`src/rtl/ds2431_pkg.sv`:
```
// rtl/ds2431_pkg.sv - shared constants and state type for the DS2431 command responders
//
// Contents:
//   CMD_READ_SCRATCHPAD  function command byte, folded into the CRC first
//   CRC16_POLY_REFL      reflected form of x^16+x^15+x^2+1
//   ROW_BYTES            bytes per scratchpad row
//   FILL_BYTE            value sent after the CRC bytes
//   rs_state_t           read-scratchpad sequencer states
package ds2431_pkg;

    localparam logic [7:0]  CMD_READ_SCRATCHPAD = 8'hAA;
    localparam logic [15:0] CRC16_POLY_REFL     = 16'hA001;
    localparam int          ROW_BYTES           = 8;
    localparam logic [7:0]  FILL_BYTE           = 8'hFF;

    typedef enum logic [2:0] {
        IDLE,
        SEND_HDR,
        SEND_DATA,
        SEND_CRC,
        TAIL
    } rs_state_t;

endpackage

```
`src/rtl/ds2431_crc16_byte.sv`:
```
// rtl/ds2431_crc16_byte.sv - combinational one-byte update of the 1-Wire CRC16
//
// Ports:
//   crc_in   [15:0]  running CRC before this byte
//   data     [7:0]   byte to fold in, consumed LSB first
//   crc_out  [15:0]  running CRC after this byte
module ds2431_crc16_byte
    import ds2431_pkg::*;
(
    input  logic [15:0] crc_in,
    input  logic [7:0]  data,
    output logic [15:0] crc_out
);

    logic [15:0] c;

    always_comb begin
        c = crc_in;
        for (int i = 0; i < 8; i++) begin
            if (c[0] ^ data[i]) begin
                c = (c >> 1) ^ CRC16_POLY_REFL;
            end else begin
                c = c >> 1;
            end
        end
        crc_out = c;
    end

endmodule

```
`src/rtl/ds2431_read_scratchpad.sv`:
```
// rtl/ds2431_read_scratchpad.sv - Read Scratchpad (0xAA) byte sequencer for the virtual DS2431
//
// Ports:
//   clk, nRst         clock, asynchronous active-low reset
//   Scratchpad [63:0] scratchpad row, byte n at [8n+7:8n]
//   TA1, TA2, ES      target address low/high and ending-address/status
//   cmdRunTrig        rising edge starts the command (from IDLE or TAIL)
//   sentDat [7:0]     byte offered to the transceiver
//   nRxTx             1 while the device is the transmitter
//   transTrig         one-cycle pulse: transmit sentDat
//   ByteTransDone     transceiver idle level; rising edge = byte finished
//   cmdDone           one-cycle pulse after the second CRC byte finishes
module ds2431_read_scratchpad
    import ds2431_pkg::*;
(
    input  logic        clk,
    input  logic        nRst,
    input  logic [63:0] Scratchpad,
    input  logic [7:0]  TA1,
    input  logic [7:0]  TA2,
    input  logic [7:0]  ES,
    input  logic        cmdRunTrig,
    output logic [7:0]  sentDat,
    output logic        nRxTx,
    output logic        transTrig,
    input  logic        ByteTransDone,
    output logic        cmdDone
);

    rs_state_t   state;
    logic        trig_q;
    logic        done_q;
    logic [7:0]  ta2_q;
    logic [7:0]  es_q;
    logic [63:0] pad_q;
    logic [2:0]  offset;
    logic [2:0]  idx;      // header position in SEND_HDR, row byte in SEND_DATA
    logic        crc_hi;
    logic [15:0] crc;
    logic [15:0] crc_cmd;
    logic [15:0] crc_sent;
    logic [2:0]  idx_nxt;
    logic        trig_rise;
    logic        done_rise;

    assign trig_rise = cmdRunTrig & ~trig_q;
    assign done_rise = ByteTransDone & ~done_q;
    assign idx_nxt   = idx + 3'd1;

    // CRC seed after the command byte is a constant of the command.
    ds2431_crc16_byte u_crc_cmd (
        .crc_in  (16'h0000),
        .data    (CMD_READ_SCRATCHPAD),
        .crc_out (crc_cmd)
    );

    // Folds whatever byte has just been completed on the wire.
    ds2431_crc16_byte u_crc_sent (
        .crc_in  (crc),
        .data    (sentDat),
        .crc_out (crc_sent)
    );

    always_ff @(posedge clk or negedge nRst) begin
        if (!nRst) begin
            state     <= IDLE;
            trig_q    <= 1'b0;
            done_q    <= 1'b1;
            ta2_q     <= 8'h00;
            es_q      <= 8'h00;
            pad_q     <= 64'h0;
            offset    <= 3'd0;
            idx       <= 3'd0;
            crc_hi    <= 1'b0;
            crc       <= 16'h0000;
            sentDat   <= 8'h00;
            nRxTx     <= 1'b0;
            transTrig <= 1'b0;
            cmdDone   <= 1'b0;
        end else begin
            trig_q    <= cmdRunTrig;
            done_q    <= ByteTransDone;
            transTrig <= 1'b0;
            cmdDone   <= 1'b0;

            if (trig_rise && (state == IDLE || state == TAIL)) begin
                ta2_q     <= TA2;
                es_q      <= ES;
                pad_q     <= Scratchpad;
                offset    <= TA1[2:0];
                idx       <= 3'd0;
                crc_hi    <= 1'b0;
                crc       <= crc_cmd;
                sentDat   <= TA1;
                nRxTx     <= 1'b1;
                transTrig <= 1'b1;
                state     <= SEND_HDR;
            end else if (done_rise) begin
                case (state)
                    SEND_HDR: begin
                        crc       <= crc_sent;
                        transTrig <= 1'b1;
                        if (idx == 3'd0) begin
                            sentDat <= ta2_q;
                            idx     <= idx_nxt;
                        end else if (idx == 3'd1) begin
                            sentDat <= es_q;
                            idx     <= idx_nxt;
                        end else begin
                            sentDat <= pad_q[{offset, 3'b000} +: 8];
                            idx     <= offset;
                            state   <= SEND_DATA;
                        end
                    end
                    SEND_DATA: begin
                        crc       <= crc_sent;
                        transTrig <= 1'b1;
                        if (idx == 3'(ROW_BYTES - 1)) begin
                            // Last row byte is folded this cycle, so use the
                            // freshly updated value for the first CRC byte.
                            sentDat <= ~crc_sent[7:0];
                            state   <= SEND_CRC;
                        end else begin
                            sentDat <= pad_q[{idx_nxt, 3'b000} +: 8];
                            idx     <= idx_nxt;
                        end
                    end
                    SEND_CRC: begin
                        if (!crc_hi) begin
                            sentDat   <= ~crc[15:8];
                            crc_hi    <= 1'b1;
                            transTrig <= 1'b1;
                        end else begin
                            cmdDone <= 1'b1;
                            state   <= TAIL;
                        end
                    end
                    TAIL: begin
                        sentDat   <= FILL_BYTE;
                        transTrig <= 1'b1;
                    end
                    default: begin
                        // IDLE: completion edges are not ours to answer
                    end
                endcase
            end
        end
    end

endmodule

```
`config.mk`:
```
export PLATFORM = sky130hd
export DESIGN_NAME = ds2431_read_scratchpad
export DESIGN_NICKNAME = d
export VERILOG_FILES = /design/src/rtl/ds2431_pkg.sv /design/src/rtl/ds2431_crc16_byte.sv /design/src/rtl/ds2431_read_scratchpad.sv
export SDC_FILE = /design/constraint.sdc
export NUM_CORES = 1
export LEC_CHECK = 0
export ABC_AREA = 1
export CORE_MARGIN = 2
export CORE_UTILIZATION = 48
export CTS_CLUSTER_SIZE = 20
export DETAILED_ROUTE_END_ITERATION = 6
export GPL_TIMING_DRIVEN = 1
export PLACE_DENSITY = 0.76
export SKIP_LAST_GASP = 1
export SYNTH_ARGS = -nofsm -noshare
export SYNTH_HDL_FRONTEND = slang
export SYNTH_SLANG_ARGS = --single-unit
```
`constraint.sdc`:
```
create_clock -name clk -period 2.5 [get_ports clk]
set_input_delay 0.5 -clock clk [delete_from_list [all_inputs] [get_ports clk]]
set_output_delay 0.5 -clock clk [all_outputs]
set_load 0.05 [all_outputs]
```
Word-level counts from Yosys, hierarchy flattened:

Index checks and enable logic that the tools add are counted.

* memory bits (read-only): 0
* bits in latches: 0
* memories: 0
* register bits after elaboration: 119
* bits in writable memories: 0
* bits of input ports: 92

* div/mod/pow operators: 0
* mux-type cells: 42
* $mul: 0
* $add $sub $neg: 1
* eq/ne operators: 12
* shift-type cells: 2
* magnitude comparators: 0
* reduce and logical (&&, ||, !) cells: 17
* bitwise gates (word level): 22

Operator list (number)
* 16-bit two-way mux: 11
* 64-bit by 7-bit variable part select with 8-bit output: 2
* 8-bit two-way mux: 6
* 3-bit two-way mux: 11
* 8-bit case mux with 4 select lines: 1
* 2-bit NOT with 3-bit output: 8
* 3-bit != test (second input constant): 6
* 8-bit NOT: 2
* 1-bit two-way mux: 10
* 3-bit case mux with 3 select lines: 1
* 1-bit XOR: 8
* 3-bit by 1-bit == test with 1-bit output (second input constant): 2
* 3-bit by 2-bit == test with 1-bit output (second input constant): 2
* 3-bit == test (second input constant): 2
* 3-bit zero test: 2
* 3-bit case mux with 2 select lines: 1
* 3-bit AND reduction: 2
* 6-bit AND reduction: 1
* 2-bit nonzero test: 3
* 5-bit nonzero test: 1
* 2-bit AND reduction: 2
* 4-bit nonzero test: 1
* 3-bit by 1-bit adder with 3-bit output (second input constant): 1
* 3-bit nonzero test: 1
* other kinds (7): 9

Longest topological paths before layout:

Gate-level depths: netlist of run 1.

* word-level depth: 21
* depth in mapped cells: 18
* depth with buffers taken out: 18

Hierarchy:

From an unflattened synthesis of run 1, not the netlist that was laid out.

* cells, all modules: 1032
* area total of the unflattened synthesis: 7498.4 um^2

By module, submodules not included
* ds2431_read_scratchpad: sequential area each 2979.1 um^2, instances 1, cells each 884, area each 6357.3 um^2
* ds2431_crc16_byte: sequential area each 0.0 um^2, instances 2, cells each 74, area each 570.5 um^2

Least setup slack after synthesis of run 1:

Ideal clock, no wire load.

* path type: register -> register
* start point: register idx[0]
* end point: register sentDat[2]
* buffers on the path: 3
* data required time: 2.418 ns
* setup time: 0.082 ns
* path slack: 0.163 ns
* stages on the path, launching flop included: 13
* clock period less this slack: 2.337 ns
* arrival time: 2.256 ns
* path through: dfrtp_1 clkinv_1 clkbuf_1 ha_1 buf_2 inv_1 clkbuf_1 o21ai_0 o211ai_1 nand3_1 nand2_1 nand3_1 a31oi_1

* cells in the longest elaborated chain, start to end: 6

Ends and longest elaborated chain
* start, declared: line ds2431_read_scratchpad.sv:37 `logic [2:0] idx;`
* start signal, assigned: line ds2431_read_scratchpad.sv:105 `idx <= idx_nxt;`
* start signal, assigned: line ds2431_read_scratchpad.sv:108 `idx <= idx_nxt;`
* start signal, assigned: line ds2431_read_scratchpad.sv:111 `idx <= offset;`
* 3-bit by 1-bit adder with 3-bit output or 3-bit by 1-bit == test with 1-bit output (tied branches): line ds2431_read_scratchpad.sv:48, ds2431_read_scratchpad.sv:106
* 64-bit by 7-bit variable part select with 8-bit output or 8-bit two-way mux (tied branches): line ds2431_read_scratchpad.sv:124, ds2431_read_scratchpad.sv:106
* 8-bit two-way mux, on equally long branches: line ds2431_read_scratchpad.sv:118, ds2431_read_scratchpad.sv:103
* 8-bit case mux with 4 select lines (*): line ds2431_read_scratchpad.sv:99 `case (state)`
* 8-bit two-way mux (*): line ds2431_read_scratchpad.sv:98 `end else if (done_rise) begin`
* 8-bit two-way mux (*): line ds2431_read_scratchpad.sv:86 `if (trig_rise && (state == IDLE || state == TAIL)) begin`
* end signal, assigned: line ds2431_read_scratchpad.sv:104 `sentDat <= ta2_q;`
* end signal, assigned: line ds2431_read_scratchpad.sv:121 `sentDat <= ~crc_sent[7:0];`
* end signal, assigned: line ds2431_read_scratchpad.sv:124 `sentDat <= pad_q[{idx_nxt, 3'b000} +: 8];`
* end, declared: line ds2431_read_scratchpad.sv:23 `output logic [7:0] sentDat,`

Mark *: on every way between the ends. The rest lies on a longest branch, timed or not. The select of a mux whose other input is x is not followed.
A chain may end at the register's enable or synchronous reset.

Worst setup path in the final report of run 1:

* start point: register idx[0]
* end point: register sentDat[1]

Same word-level chain as after synthesis.

==> results of run 1 <==
-- worst paths after layout --
check | start | endpoint | slack [ns]
min in group clk | nRxTx$_DFFE_PN0P_ | nRxTx$_DFFE_PN0P_ | 0.47
hold reg to reg | nRxTx$_DFFE_PN0P_ | nRxTx$_DFFE_PN0P_ | 0.47
setup reg to reg | idx[0]$_DFFE_PN0P_ | sentDat[1]$_DFFE_PN0P_ | 0.30
max in group asynchronous | nRst | pad_q[1]$_DFFE_PN0P_ | 1.66
setup / recovery | idx[0]$_DFFE_PN0P_ | sentDat[1]$_DFFE_PN0P_ | 0.30
hold / removal | nRst | pad_q[16]$_DFFE_PN0P_ | 0.08
-- power by group --
group          switching (mW)  total (mW)  internal (mW)
clock                   0.823        2.35           1.53
sequential              0.605        3.42           2.81
combinational            3.71        5.73           2.02
total                    5.14        11.5           6.37
-- placed cells by master, fill, tap and decap left out, drive strengths merged --
master and count:
nand2 233, o21ai 135, dfrtp 118, inv 102, clkdlybuf4s50 101, a21oi 60
nor2 48, nand3 45, buf 27, clkbuf 23, o211ai 11, o22ai 7
a22oi 7, xor2 6, a31oi 6, clkinv 5, o221ai 4, ha 4
o2111ai 3, a211oi 3, clkinvlp 3, nor3 3, a32oi 2, xnor2 2
bufinv 2, or2 1, nor4 1, o311ai 1, dfstp 1
-- state kept, by name (all words and copies together), names as in the netlist, 3 cells and up --
signal / flops
crc: 16
idx: 3
es_q: 8
state: 3
ta2_q: 8
sentDat: 8
pad_q: 64
offset: 3
-- cell type report --
class	instances	share of cell area
Sequential cell	119	0.3637
Multi-Input combinational cell	582	0.3393
Timing Repair Buffer	128	0.1528
Clock buffer	23	0.05836
Inverter	104	0.04766
Tap cell	172	0.02628
Clock inverter	8	0.01192
-- per-layer routing --
metal | up-vias | GRT usage | wire length (µm)
met5 | - | 0 | 0
met4 | 0 | 0.1109 | 461
met3 | 40 | 0.05212 | 1382
met2 | 265 | 0.4063 | 7931
met1 | 2860 | 0.3735 | 7965
li1 | 2986 | - | -
-- stage by stage --
| stage | setup WS, ns | power (mW) |
|---|---|---|
| final | 0.3012 | 11.50 |
| after global routing | 0.1174 | 12.37 |
| after CTS | 0.3079 | 11.42 |
| after detailed placement | 0.2332 | 8.992 |
| after global placement | 0.2875 | 8.867 |
| after floorplan | 0.1625 | 7.160 |
-- worst max-delay path, stage by stage, from the launching register on --
cell and delay (ns):
dfrtp_1 0.39, buf_4 0.18, ha_1 0.20, ha_1 0.30, clkinv_1 0.25, buf_4 0.25
nand3_1 0.07, nand3_1 0.10, a21oi_1 0.18, nand2_1 0.08, a31oi_1 0.12
-- cells by family (layout without fill, tap and decap cells) --
kind of cell / Yosys count / in the layout / synth area share
adder cells (fa/ha/maj): 4 / 4 / 0.007934
flip-flops: 119 / 119 / 0.4722
buffers and inverters: 145 / 263 / 0.08727
AND/OR/NAND/NOR: 331 / 331 / 0.2144
XOR/XNOR: 8 / 8 / 0.01111
AO/OA/AOI/OAI: 239 / 239 / 0.2071
==> run metrics, run 1 <==
outcome=finished, final reports clean; Inserted Clock Buffers=17; mean post-synth cell area=7.457 µm²; router iterations before antenna repair=5; ANT cells=0; clk sinks=119; fill count=between 1000 and 1500; Max Cap Viol=0; dpl cells=between 1000 and 1500; most instantiated cells after synthesis=230 x nand2_1, 131 x o21ai_0, 118 x dfrtp_1, 96 x inv_1, 60 x a21oi_1; Mapped Nets=942; hold buffers post-CTS=0; non-filler cells, final=around 1100; CTS tree=built; worst path required time=approximately 2.8 ns; WL/cell=between 15 and 20 µm; proportion of netlist area held by the largest area contributor=0.4681; Synth cell types=35; Final period util=0.8795; share of cells above drive strength 1=0.07676; fin area=around 8000 µm²; cells after synthesis=~850; Max Freq=~450 MHz; Core ar.=12720 µm²; Crit path arrival time=about 2.5 ns; HPWL Detailed=12570 µm; area of the multi-input gates=2779 µm²; Vias=6151; Die Area=between 10000 and 15000 µm²; vias per cell=around 5.4; Synth area leader=dfrtp_1; Post-synth ARST share=1.000; Tmin final=2.199 ns; WL final=around 18000 µm; Starting Density=0.4959; Nets=about 1000; Hold Path Class=input pin to asynchronous set/reset pin; # port buffers=102; Final Max Slew Viols=0; RSZ-0062 raised after global routing=no; global-route wire length before repair=between 20000 and 30000 µm; Resized cells post-CTS=0; DRT iter0 DRCs=around 600; setup TNS=0 ns; Least-Margin Pin Slew=~0.59 ns; # setup viols final=0; Sequential Area=2979 µm²; Synth Cell Area=6309 µm²; area post-placement=7615 µm²; top cells by area, synth=dfrtp_1 47%, nand2_1 14%, o21ai_0 10%, inv_1 5.7%, a21oi_1 4.8%; Final Util=0.6438; reg2reg path depth=10; Leak=~3.8 nW; synthesis-to-layout area growth=29.83%; GRT Util Overall=0.2670; Synthesis Warnings=0; crit path launch type=flip-flop; CTS max path bufs=2; GP Congestion=between 0.9 and 1; Cell Rows=41; worst vdd ir=around 0.54 mV; initial antenna violation count=0; die height=roughly 120 µm; largest net degree at the start of global routing=about 70; CP max FO=10; max_slew headroom=0.6067; final hold viol count=0; setup skew after layout=~0.012 ns; cell with the most instances after synthesis=nand2_1; ys flop type=dfrtp_1; via count of the first global-routing pass=5953; EDFF count, synth=0; CP Capture Type=flip-flop; IO Pins=approximately 100; CP Class=flip-flop to flip-flop; sequential area share after synthesis=0.4722; synthesis-stage register bit count=around 120; clk slew on worst S/H paths=~0.06 ns; Die W=118.6 µm; # H-tree levels=4; final hold slack=roughly 0.083 ns; Clk Latency, worst-skew pair=~0.42 ns; CTS root buf=clkbuf_16; Final ANT Viol Nets=0; Residual DRC=0; Overflow after GRT=0; post-CTS setup buffer count=0; Power per Cell Area=1404 nW/µm²
Power figures use the tool's default switching activity.
==> run 2, diff against run 1 <==
Settings changed: CORE_UTILIZATION 48 to 45, GPL_TIMING_DRIVEN 1 to 0, PLACE_DENSITY 0.76 to 0.72.
==> run 2 against run 1 <==
The run now ends with negative hold slack left. Routed wire length increased by 13%. Cell count is 2.5% higher. Clock skew decreased by 0.0044 ns. Critical path depth grew 3. Fmax is 9.2% lower. Design area increased by 1.5%. Combinational power is 4.9% higher. Sequential share of layout area decreased by 0.52 points. Critical path type unchanged. Critical endpoint is now sentDat[6]$_DFFE_PN0P_. Highest routed layer unchanged.
==> run metrics, run 2 (synthesized netlist as in run 1, its figures left out) <==
outcome=complete, but fails checks; violated checks=negative hold slack; IO Pins=just over 100; Switch Pwr=roughly 5.5 mW; crit path to=sentDat[6]$_DFFE_PN0P_; clk sinks=119; Power per Cell Area=between 1000 and 1500 nW/µm²; initial antenna violation count=0; WL final=about 20000 µm; area post-placement=between 7000 and 8000 µm²; # H-tree levels=4; final hold viol count=4; reg2reg path depth=13; Comb power frac=0.501; GP Congestion=between 0.9 and 1; Overflow after GRT=0; register share of total power=0.287; Core ar.=about 14000 µm²; crit path launch type=flip-flop; Switching Fraction=0.4550; worst vdd ir=just over 0.7 mV; Largest regs=pad_q: 64 flops, crc: 16 flops; post-place setup slack=-0.9357 ns; HPWL Detailed=roughly 15000 µm; Max Cap Viol=0; Least-Margin Pin Slew=between 0.6 and 0.7 ns; cell-internal power=about 6.5 mW; Final Max Slew Viols=0; largest register by flop count=pad_q; PnR worst setup slack=approximately 0.080 ns; Die Area=14980 µm²; Crit path arrival time=2.73 ns; CTS tree=built; part of the power in the clock network=0.212; Residual DRC=0; vias per cell=around 5.4; via count of the first global-routing pass=between 5000 and 6000; fill count=~1300; Vias=6329; RSZ-0062 raised after global routing=yes; global-route wire length before repair=32130 µm; Tmin final=about 2.4 ns; CP max FO=10; die height=approximately 120 µm; Leak=about 3.9 nW; Nets=1067; CP Class=flip-flop to flip-flop; # setup viols final=0; dpl cells=between 1000 and 1500; Starting Density=0.4580; CTS max path bufs=2; share of cells above drive strength 1=0.07825; Largest register FFs=64; ANT cells=0; CTS root buf=clkbuf_16; max_slew headroom=0.5538; WL/cell=~17 µm; Cell Rows=43; Final period util=0.9682; CP Capture Type=flip-flop; Clk Latency, worst-skew pair=~0.42 ns; GRT Util Overall=0.2853; worst path required time=between 2 and 3 ns; Hold Path Class=input pin to asynchronous set/reset pin; synthesis-to-layout area growth=31.77%; most common cell after layout, fill and taps aside=nand2_1; CP Launch Point=idx[0]$_DFFE_PN0P_; Reg2Reg Setup Slack=0.08 ns; setup skew after layout=approximately 0.0071 ns; # port buffers=around 100; non-filler cells, final=between 1000 and 1500; Max Freq=413.2 MHz; DRT iter0 DRCs=about 570; Final ANT Viol Nets=0; router iterations before antenna repair=5; Inserted Clock Buffers=17; fin area=8313 µm²; worst r2r src=idx[0]$_DFFE_PN0P_; setup TNS=0 ns; final hold slack=-0.006702 ns; Die W=122.4 µm; R2R Path End=sentDat[6]$_DFFE_PN0P_; commonest non-fill, non-tap cells in the layout=230 x nand2_1, 129 x o21ai_0, 117 x dfrtp_1, 101 x clkdlybuf4s50_1, 95 x inv_1; largest net degree at the start of global routing=74; clk slew on worst S/H paths=0.06 ns
## run 2: cell count changes in the layout (fill, tap and decap cells not counted), sizes merged
cell,previous run,this run
clkinv,5,4
clkinvlp,3,1
inv,102,104
buf,27,15
clkbuf,23,55
bufinv,2,3
## run 2: worst min-delay path by stage
stage	startpoint	depth (start not counted)	endpoint	slack (ns)
floorplan	nRst	0	cmdDone$_DFF_PN0_	0.20
finish	nRst	1	pad_q[39]$_DFFE_PN0P_	-0.007
global route	nRst	1	pad_q[54]$_DFFE_PN0P_	0.03
CTS	nRst	1	pad_q[54]$_DFFE_PN0P_	0.004
detailed placement	nRst	1	pad_q[54]$_DFFE_PN0P_	0.45
global placement	es_q[5]$_DFFE_PN0P_	2	es_q[5]$_DFFE_PN0P_	0.46
## run 2: power by group through the flow
stage,clock network [mW],logic (mW),registers [mW]
after floorplan,0,3.70,3.46
after global placement,0,5.55,3.42
after detailed placement,0,5.63,3.42
after CTS,2.57,5.80,3.41
after global routing,2.67,6.67,3.53
final,2.54,6.01,3.44
## run 2: metrics by stage
step | util | power (mW)
after CTS | 0.6001 | 11.78
after detailed placement | 0.5506 | 9.052
after global routing | 0.6036 | 12.87
after global placement | 0.5485 | 8.973
after floorplan | - | 7.160
final | 0.6036 | 11.99
## run 2: critical path, stage by stage (launching register included)
cell and delay [ns]:
dfrtp_2 0.46, inv_4 0.11, clkbuf_8 0.19, ha_1 0.24, buf_4 0.19, inv_6 0.10, buf_8 0.15, a21oi_1 0.04
o21ai_0 0.14, nand3_1 0.20, nand3_2 0.15, nand3_1 0.09, o221ai_2 0.17, nand2_1 0.07
## run 2: area by class of cell
class                           count  area, µm²  area share
Inverter                          104      400.4     0.04816
Sequential cell                   119       2980      0.3585
Multi-Input combinational cell    582       2813      0.3384
Timing Repair Buffer              107       1080      0.1299
Clock inverter                      8      117.6     0.01415
Buffer                             40      195.2     0.02348
Tap cell                          180      225.2     0.02709
Clock buffer                       24      501.7     0.06036
## run 2: what timing repair did
| action | in CTS | in global routing |
|---|---|---|
| setup buffers | 3 | 1 |
| hold buffers | 0 | 0 |
| gates resized for setup | 16 | 23 |
| endpoints found under the setup margin | 14 | 18 |
| pin swaps | 1 | 2 |
## run 2: per-layer routing
| layer | track usage | vias to the layer above | routed length [µm] |
|---|---|---|---|
| met5 | 0 | - | 0 |
| met4 | 0.1257 | 0 | 720 |
| li1 | - | 3022 | - |
| met2 | 0.4208 | 285 | 8872 |
| met1 | 0.4080 | 2967 | 9054 |
| met3 | 0.05623 | 55 | 1442 |
==> run 3, diff against run 2 <==
Settings changed: CTS_BUF_LIST from default to sky130_fd_sc_hd__clkbuf_4, SETUP_SLACK_MARGIN from default to 0.1.
==> run 3 against run 2 <==
The flow now finishes without violations. Non-clock buffer count grew 4. Power down 9.1%. Via count shrank 0.19%. First-iteration DRC count grew 6.5%. Sequential power hardly changed. Clock skew rose by 0.0072 ns. Utilization fell by 2.1 points. Sequential cell count is the same. Routed wire length down 1.1%. Design area fell by 3.5%. Worst hold slack better by 0.37 ns. Critical endpoint is now sentDat[4].
==> run metrics, run 3 (synthesized netlist as in run 1, its figures left out) <==
global-route wire length before repair=around 32000 µm; crit path cell chain=clkdlybuf4s50_1; vias per cell=5.404; Tmin final=2.309 ns; setup skew after layout=0.01431 ns; met1 Usage GRT=0.4008; commonest non-fill, non-tap cells in the layout=229 x nand2_1, 127 x o21ai_0, 117 x dfrtp_1, 100 x clkdlybuf4s50_1, 95 x inv_1; final hold slack=around 0.37 ns; Nets=1071; cell-internal power=about 5.6 mW; Starting Density=0.4580; Die Area=about 15000 µm²; PnR worst setup slack=roughly 0.19 ns; final hold viol count=0; Switching Fraction=0.4884; CP Capture Type=primary output; Least-Margin Pin Slew=0.6390 ns; Switch Pwr=around 5.3 mW; Clk Latency, worst-skew pair=roughly 0.57 ns; CP Buf/Inv Count=1; post-place setup slack=-0.9357 ns; RSZ-0062 raised after global routing=yes; CP max FO=3; Final ANT Viol Nets=0; Largest regs=pad_q: 64 flops, crc: 16 flops; largest register by flop count=pad_q; Core ar.=roughly 14000 µm²; CTS max path bufs=2; fin area=8019 µm²; DRT iter0 DRCs=roughly 600; Crit path arrival time=approximately 1.8 ns; Final period util=0.9234; max incr delay on CP=between 0.8 and 0.9 ns; part of the power in the clock network=0.129; Power per Cell Area=between 1000 and 1500 nW/µm²; # setup viols final=0; HPWL Detailed=roughly 15000 µm; via count of the first global-routing pass=5864; Max Cap Viol=0; critical path's slowest cell=clkdlybuf4s50_1; GRT Util Overall=0.2822; met3 Usage GRT=0.05716; Final Max Slew Viols=0; worst path required time=approximately 2.0 ns; GP Congestion=just under 1; Comb power frac=0.557; # H-tree levels=4; area post-placement=around 7600 µm²; Residual DRC=0; CTS tree=built; Inserted Clock Buffers=17; most common cell after layout, fill and taps aside=nand2_1; Top delay family on crit path=buffers and inverters; max_slew headroom=0.5740; crit path launch type=flip-flop; Vias=~6300; die height=122.4 µm; largest net degree at the start of global routing=74; share of cells above drive strength 1=0.08502; Cell Rows=43; Die W=roughly 120 µm; # port buffers=between 100 and 150; outcome=finished, final reports clean; CP Class=flip-flop to primary output; global routing's busiest layer=met2; WL final=19870 µm; Overflow after GRT=0; Max Freq=roughly 430 MHz; initial antenna violation count=0; router iterations before antenna repair=5; register share of total power=0.313; synthesis-to-layout area growth=27.11%; Leak=3.750 nW; Total Power=10.90 mW; worst vdd ir=~0.45 mV; Hold Path Class=input pin to flip-flop; CTS root buf=clkbuf_4; clk slew on worst S/H paths=~0.1 ns; WL/cell=16.99 µm; Final Util=0.5822; IO Pins=approximately 100; clk sinks=119; Largest register FFs=64; GR Layer Usage met2=0.4250
## run 3: changes by cell type in the layout (fill, tap and decap cells not counted), moves of 2 or more
cell	change
buf_4	+3
clkbuf_1	-5
clkbuf_16	-17
clkbuf_2	+4
clkbuf_4	+19
clkbuf_8	-6
clkinv_1	+5
o21ai_0	-2
o21ai_1	+2
## run 3: power by group through the flow
stage                     Clock (mW)  Sequential, mW  Combinational, mW
after floorplan                    0            3.46               3.70
after global placement             0            3.42               5.55
after detailed placement           0            3.42               5.63
after CTS                       1.45            3.39               5.84
after global routing            1.53            3.51               6.74
final                           1.41            3.41               6.07
## run 3: what timing repair did
action                                  CTS  global route
endpoints found under the hold margin    46             0
gates resized for setup                  23            28
hold buffers                              1             0
pin swaps                                 1             6
endpoints found under the setup margin   15            40
buffers inserted                          4             3
## run 3: worst reg2reg max path, delay by kind of cell (launching register included)
| kind | cells | cell delay [ns] |
|---|---|---|
| flip-flops | 1 | 0.45 |
| AO/OA/AOI/OAI | 3 | 0.38 |
| AND/OR/NAND/NOR | 4 | 0.42 |
| adder cells (fa/ha/maj) | 1 | 0.24 |
| buffers and inverters | 5 | 0.69 |
## run 3: metrics by stage
stage / setup TNS, ns / cells
final: 0 / 1169
after global routing: 0 / 1168
after CTS: 0 / 1165
after detailed placement: -18.08 / 1129
after global placement: -451.19 / 1128
after floorplan: 0 / 846
## run 3: final timing paths
kind                                         from                     end  slack, ns  depth (start not counted)
max reg2reg                    idx[0]$_DFFE_PN0P_  sentDat[6]$_DFFE_PN0P_       0.20                         13
min reg2reg                     nRxTx$_DFFE_PN0P_       nRxTx$_DFFE_PN0P_       0.48                          1
max in group asynchronous                    nRst        done_q$_DFF_PN1_       1.35                          3
min in group asynchronous                    nRst   pad_q[39]$_DFFE_PN0P_       0.41                          2
max                        sentDat[4]$_DFFE_PN0P_              sentDat[4]       0.19                          1
min                                 ByteTransDone        done_q$_DFF_PN1_       0.37                          1
## run 3: cell type report
| cell class | count | area, µm² |
|---|---|---|
| Inverter | 104 | 400.4 |
| Buffer | 40 | 201.4 |
| Tap cell | 180 | 225.2 |
| Fill cell | 1366 | 5754 |
| Multi-Input combinational cell | 582 | 2819 |
| Clock inverter | 13 | 136.4 |
| Antenna cell | 1 | 2.502 |
| Timing Repair Buffer | 111 | 1111 |
| Sequential cell | 119 | 2980 |
| Clock buffer | 19 | 142.6 |
## run 3: metal layers
layer | wire, µm | vias up
li1 | - | 3039
met1 | 8835 | 2922
met2 | 8842 | 311
met3 | 1655 | 45
met4 | 534 | 0
met5 | 0 | -
